`config.mk`:
```
export PLATFORM = sky130hd
export DESIGN_NAME = serial_ripple_subtractor
export DESIGN_NICKNAME = d
export VERILOG_FILES = /design/src/rtl/serial_ripple_subtractor_pkg.sv /design/src/rtl/serial_ripple_subtractor_fs.sv /design/src/rtl/serial_ripple_subtractor.sv
export SDC_FILE = /design/constraint.sdc
export NUM_CORES = 1
export LEC_CHECK = 0
export BUFFER_PORTS_ARGS = -buffer_cell sky130_fd_sc_hd__buf_2
export CAP_MARGIN = 20
export CELL_PAD_IN_SITES_DETAIL_PLACEMENT = 0
export CELL_PAD_IN_SITES_GLOBAL_PLACEMENT = 2
export CORE_MARGIN = 2
export CORE_UTILIZATION = 29
export CTS_CLUSTER_SIZE = 24
export DETAILED_ROUTE_END_ITERATION = 12
export PLACE_DENSITY_LB_ADDON = 0.1
export SLEW_MARGIN = 5
export SYNTH_ARGS = -nofsm -noshare
export SYNTH_HDL_FRONTEND = slang
export SYNTH_SLANG_ARGS = --single-unit
export TNS_END_PERCENT = 10
```
`constraint.sdc`:
```
create_clock -name clk -period 1.3 [get_ports clk]
set_clock_uncertainty 0.1 [all_clocks]
set_input_delay 0.195 -clock clk [delete_from_list [all_inputs] [get_ports clk]]
set_output_delay 0.195 -clock clk [all_outputs]
set_load 0.01 [all_outputs]
```
`src/rtl/serial_ripple_subtractor_pkg.sv`:
```
// serial_ripple_subtractor_pkg: shared FSM state codes and default operand width
package serial_ripple_subtractor_pkg;
  localparam int DEF_WIDTH = 4;
  localparam logic [1:0] IDLE = 2'd0;
  localparam logic [1:0] SUB  = 2'd1;
  localparam logic [1:0] DONE = 2'd2;
endpackage

```
`src/rtl/serial_ripple_subtractor_fs.sv`:
```
// full_subtractor: one-bit difference and borrow-out of a - b - bin
// ports: a, b, bin in; d difference, bout borrow-out
module full_subtractor (
  input  logic a,
  input  logic b,
  input  logic bin,
  output logic d,
  output logic bout
);
  assign d    = a ^ b ^ bin;
  assign bout = (~a & b) | (~(a ^ b) & bin);
endmodule

```
`src/rtl/serial_ripple_subtractor.sv`:
```
// serial_ripple_subtractor: bit-serial A - B - bin, LSB first, start/busy/done handshake
// ports: clk, rst (sync, active-high); start, A, B, bin captured in IDLE;
//        D, bout registered result held until the next completion; busy in SUB; done in DONE
module serial_ripple_subtractor
  import serial_ripple_subtractor_pkg::*;
#(
  parameter int WIDTH = DEF_WIDTH
) (
  input  logic             clk,
  input  logic             rst,
  input  logic             start,
  input  logic [WIDTH-1:0] A,
  input  logic [WIDTH-1:0] B,
  input  logic             bin,
  output logic [WIDTH-1:0] D,
  output logic             bout,
  output logic             busy,
  output logic             done
);
  localparam int CW = $clog2(WIDTH);
  localparam logic [CW-1:0] LAST = CW'(WIDTH - 1);
  logic [1:0] state_q, state_d;
  logic [WIDTH-1:0] a_q, a_d, b_q, b_d, r_q, r_d, d_q, d_d;
  logic [CW-1:0] cnt_q, cnt_d;
  logic br_q, br_d, bo_q, bo_d;
  logic di, bn;
  full_subtractor u_fs (
    .a   (a_q[0]),
    .b   (b_q[0]),
    .bin (br_q),
    .d   (di),
    .bout(bn)
  );
  always_comb begin
    state_d = state_q;
    a_d     = a_q;
    b_d     = b_q;
    r_d     = r_q;
    d_d     = d_q;
    cnt_d   = cnt_q;
    br_d    = br_q;
    bo_d    = bo_q;
    case (state_q)
      IDLE: if (start) begin
        state_d = SUB;
        a_d     = A;
        b_d     = B;
        br_d    = bin;
        cnt_d   = '0;
        r_d     = '0;
      end
      SUB: begin
        a_d   = a_q >> 1;
        b_d   = b_q >> 1;
        r_d   = {di, r_q[WIDTH-1:1]};
        br_d  = bn;
        cnt_d = cnt_q + 1'b1;
        // last bit: publish the fully shifted result including this cycle's bit
        if (cnt_q == LAST) begin
          state_d = DONE;
          d_d     = {di, r_q[WIDTH-1:1]};
          bo_d    = bn;
        end
      end
      default: state_d = IDLE;
    endcase
  end
  always_ff @(posedge clk) begin
    if (rst) begin
      state_q <= IDLE;
      a_q     <= '0;
      b_q     <= '0;
      r_q     <= '0;
      d_q     <= '0;
      cnt_q   <= '0;
      br_q    <= 1'b0;
      bo_q    <= 1'b0;
    end else begin
      state_q <= state_d;
      a_q     <= a_d;
      b_q     <= b_d;
      r_q     <= r_d;
      d_q     <= d_d;
      cnt_q   <= cnt_d;
      br_q    <= br_d;
      bo_q    <= bo_d;
    end
  end
  assign D    = d_q;
  assign bout = bo_q;
  assign busy = state_q == SUB;
  assign done = state_q == DONE;
endmodule

```
# Yosys cells after proc, flatten, opt, wreduce, memory -nomap -nowiden

Index checks and enable logic that the tools add are counted.

Reduce and logical (&&, ||, !) cells: 5
Eq/ne operators: 5
Muxes and demuxes: 13
Add/subtract/negate cells: 1
Bitwise logic cells: 7

Operators by type and width:

| operator                                             | number |
|---|---|
| case mux 4 bit (2 select lines)                      | 3 |
| two-way mux 4 bit                                    | 3 |
| case mux 2 bit (2 select lines)                      | 2 |
| two-way mux 2 bit                                    | 3 |
| AND reduction 2 bit                                  | 3 |
| equality test 2 bit (second input constant)          | 2 |
| adder 2 x 1 -> 2 bit (second input constant)         | 1 |
| bitwise AND 1 bit                                    | 2 |
| equality test 2 x 1 -> 1 bit (second input constant) | 1 |
| logical NOT 2 bit                                    | 1 |
| != test 2 x 1 -> 1 bit (second input constant)       | 1 |
| != test 2 bit (second input constant)                | 1 |
| inverter 1 bit                                       | 2 |
| case mux 1 bit (2 select lines)                      | 1 |
| nonzero test 2 bit                                   | 1 |
| XOR 1 bit                                            | 2 |
| two-way mux 1 bit                                    | 1 |
| bitwise OR 1 bit                                     | 1 |

Register bits: 22
Output and inout port bits: 7
Input port bits: 12
Word-level logic and storage cells: 39

# Longest topological paths before layout

Word-level depth: 5
Mapped depth: 5

# Cells and area by module

From an unflattened synthesis, not the netlist that was laid out.

Cells, all modules: 100
Area total of the unflattened synthesis: 945.9 µm²

Modules (own cells, without submodules):

| module                   | cells an instance | instances | area an instance (µm²) |
|---|---|---|---|
| serial_ripple_subtractor | 96                | 1         | 914.6 |
| full_subtractor          | 4                 | 1         | 31.3 |

# Worst setup path before layout

Ideal clock, no wire load.

Path type: register -> register
Start point: register b_q[0]
End point: register r_q[3]
Required time: 1.071 ns
Path buffers: 0
Data arrival time: 1.067 ns
Path slack: 0.004 ns
Cell stages (with the launch flop): 5
Library setup time: 0.129 ns
Cells stage by stage: dfxtp_1 -> inv_1 -> fa_1 -> a22oi_1 -> nor2_1

Cells in the longest elaborated chain, start to end: 3

RTL lines:

| item                            | RTL line                          | source |
|---|---|---|
| start, declared                 | serial_ripple_subtractor.sv:23    | `logic [WIDTH-1:0] a_q, a_d, b_q, b_d, r_q, r_d, d_q, d_d;` |
| start signal, assigned          | serial_ripple_subtractor.sv:72    | `b_q <= '0;` |
| start signal, assigned          | serial_ripple_subtractor.sv:81    | `b_q <= b_d;` |
| XOR 1 bit (2 in a row)          | serial_ripple_subtractor_fs.sv:10 | `assign d = a ^ b ^ bin;` |
| via di                          | serial_ripple_subtractor.sv:26    | `logic di, bn;` |
| case mux 4 bit (2 select lines) | serial_ripple_subtractor.sv:43    | `case (state_q)` |
| end signal, assigned            | serial_ripple_subtractor.sv:82    | `r_q <= r_d;` |
| end, declared                   | serial_ripple_subtractor.sv:23    |  |

The timed path passes the listed nets, and every way through them passes these cells.
A chain may end at the register's enable or synchronous reset.

# Final worst setup path

Start point: register b_q[0]
End point: register d_q[3], in the netlist D[3]

Cells in the longest elaborated chain, start to end: 2

RTL lines:

| item                   | RTL line                          | source |
|---|---|---|
| XOR 1 bit (2 in a row) | serial_ripple_subtractor_fs.sv:10 |  |
| via di                 | serial_ripple_subtractor.sv:26    |  |
| end signal, assigned   | serial_ripple_subtractor.sv:74    | `d_q <= '0;` |
| end signal, assigned   | serial_ripple_subtractor.sv:83    | `d_q <= d_d;` |
| end, declared          | serial_ripple_subtractor.sv:23    |  |

The timed path passes the listed nets, and every way through them passes these cells.

==> results_dict.tcl <==
set metrics [dict create \
    drt-vias-per-instance 4.556 \
    cp.arrival_ps 1440 \
    final.min_clock_period_ps 1298 \
    crit_path_start "b_q[0]" \
    die-area_sq_um 3762 \
    antenna_found_initial 0 \
    cp_max_fo 2 \
    fp.dieW_um 61.34 \
    finalNetCount 131 \
    hold_viol 0 \
    portBuffers 18 \
    crit_end "D[3]" \
    tns_ps 0 \
    async_flop_share 0 \
    path_clk_slew_ps 130 \
    clkLatencyLatePin_ps 310 \
    outcome "finished, final reports clean" \
    fmax_mhz 770.7 \
    setup_viol 0 \
    drv_cap 0 \
    gp_congestion 0.6755 \
    synth.avg_cell_area_sq_um 10.25 \
    netlist_instances 93 \
    tightestPinTransition_ps 464.5 \
    ys.flop_type "dfxtp_1" \
    cp.required_ps 1440 \
    synth_top_area_cell "dfxtp_1" \
    postCtsHoldBufs 0 \
    dr_total_vias 729 \
    ys_top_cells_by_area "dfxtp_1 44%, a22oi_1 4.7%, nor2_1 4.7%" \
    cts_buffers 3 \
    grt_overflow 0 \
    synth_cell_types 30 \
    htree_num_levels 1 \
    first_global_vias 740 \
    final_layout_size_suffix_gt1_frac 0.4569 \
    placed_cell_area_sq_um 1089 \
    ys_ff_latch 21 \
    worstSetupPathType "reg -> reg" \
    grt_max_degree 22 \
    p_leak_uw 0.0004685 \
    finalCritPeriodShare 0.9981 \
    grt_pass1_wl_mm 3.353 \
    cts_tree "yes" \
    hpwl_mm 1.396 \
    r2r_end "D[3]" \
    cts_root_buf "clkbuf_4" \
    rsz0062_at_grt "yes" \
    design_area_sq_um 1195 \
    routed_wl_mm 2.060 \
    synth_top_area_share 0.4409 \
    ys_seq_area_frac 0.4409 \
    worst_slack_ps 2.460 \
    drc_errors 0 \
    rr_worst_depth 4 \
    regToRegSetupSlack_ps 2 \
    ir_drop_mv 0.3309 \
    placementRows 20 \
    ant_nets 0 \
    n_antenna_cell 0 \
    cp-start-kind "register" \
    first_iter_violations 27 \
    clockBufferDepth 2 \
    die_y_um 61.34 \
    yosys_warnings 0 \
    cts.sinks 21 \
    pre_cts_ws_ps -25.24 \
    final_util 0.3882 \
    synth_edf_count 0 \
    synth_nets 107 \
    initial_core_util 0.3098 \
    max-slew-margin-rel 0.6903 \
    core_area_sq_um 3078 \
    powerDensity_nw_per_um2 1037 \
    hp-class "in -> reg" \
    worstReg2RegStart "b_q[0]" \
    io_pins 19 \
    p_total_uw 1239 \
    grt.total_usage 0.1249 \
    post_drt_wl_per_cell_um 12.88 \
    synth.cell_area_sq_um 953.4 \
    dr.pass1.iters 4 \
    area_delta_synth_final_pct 25.33 \
    slew_violations 0 \
    cp-end-kind "register" \
]
[registers in the layout, indices dropped and copies added (netlist names)]
register / cells
a_q: 4
cnt_q: 2
r_q: 3
bout: 1
D: 4
b_q: 4
br_q: 1
state_q: 2
[where the power goes]
| part | leakage, uW | internal, uW | switching, uW |
|---|---|---|---|
| Sequential | 0.000174 | 674 | 23.8 |
| Combinational | 0.000277 | 107 | 106 |
| Clock | 0.0000177 | 115 | 214 |
[Yosys cell counts (all sizes together), types with 2 or more instances]
cell type	instances
nand3	4
dfxtp	21
nand2	6
nor4b	2
nor3b	3
buf	7
a21oi	6
inv	2
a211oi	6
nor2b	2
mux2i	4
a22oi	6
nor4	2
nor2	14
[placed cells by master, fill, tap and decap left out, types with 2 or more instances in the layout]
cell	count
nor4_2	2
buf_2	17
clkbuf_4	3
nor2_1	12
a211oi_1	3
nor4b_2	2
mux2i_1	4
a21oi_1	5
nor3b_1	2
a211oi_2	3
buf_6	2
buf_4	7
nor2_2	2
dfxtp_4	2
a22oi_1	6
nand3_1	4
dfxtp_1	18
nand2_1	5
[layer usage]
layer  global-route usage  vias up  wire length, um
met3              0.02521        2               74
met1               0.1639      343             1032
met4              0.06383        0               19
met5                    0        -                0
met2               0.1945        9              934
li1                     -      375                -
[timing repair]
item | 4_1_cts | 5_1_grt
gates resized for setup | 8 | 7
cloned | 0 | 0
buffers inserted | 3 | 0
pin swaps | 1 | 5
setup endpoints to repair | 12 | 19
[through the flow]
step                std cells  hold WS (ps)
floorplan                  93         166.0
global placement          153         335.2
detailed placement        153         341.7
CTS                       160         8.904
global route              160         33.94
finish                    160         26.80
[worst max-delay path: stages (launching register included)]
cell	delay, ps
dfxtp_2	360
inv_2	40
fa_2	560
nand3_1	70
a21oi_1	110
[kinds of logic after synthesis]
logic type                 Yosys count  synth area share
buffers and inverters               10           0.07874
and+or+nand+nor                     34            0.2073
DFF                                 21            0.4409
muxes                                4           0.04200
adders and majority gates            2           0.03412
AOI/OAI and AO/OA                   22            0.1969
[how the worst min path moves through the flow]
stage	cells past startpoint	slack, ps	start	to
6_report	3	30	A[3]	a_q[3]
3_5_place_dp	3	340	B[3]	b_q[3]
5_1_grt	3	30	B[3]	b_q[3]
2_1_floorplan	1	170	rst	b_q[2]
3_3_place_gp	3	340	B[3]	b_q[3]
4_1_cts	3	9	B[3]	b_q[3]
[cell type report]
class,count,area (sq um)
Clock buffer,3,22.52
Fill cell,345,1883
Clock inverter,1,5.005
Tap cell,44,55.05
Inverter,2,7.507
Sequential cell,21,429.2
Multi-Input combinational cell,62,495.5
Timing Repair Buffer,27,180.2
No activity file was read; power rests on OpenSTA's default activity.
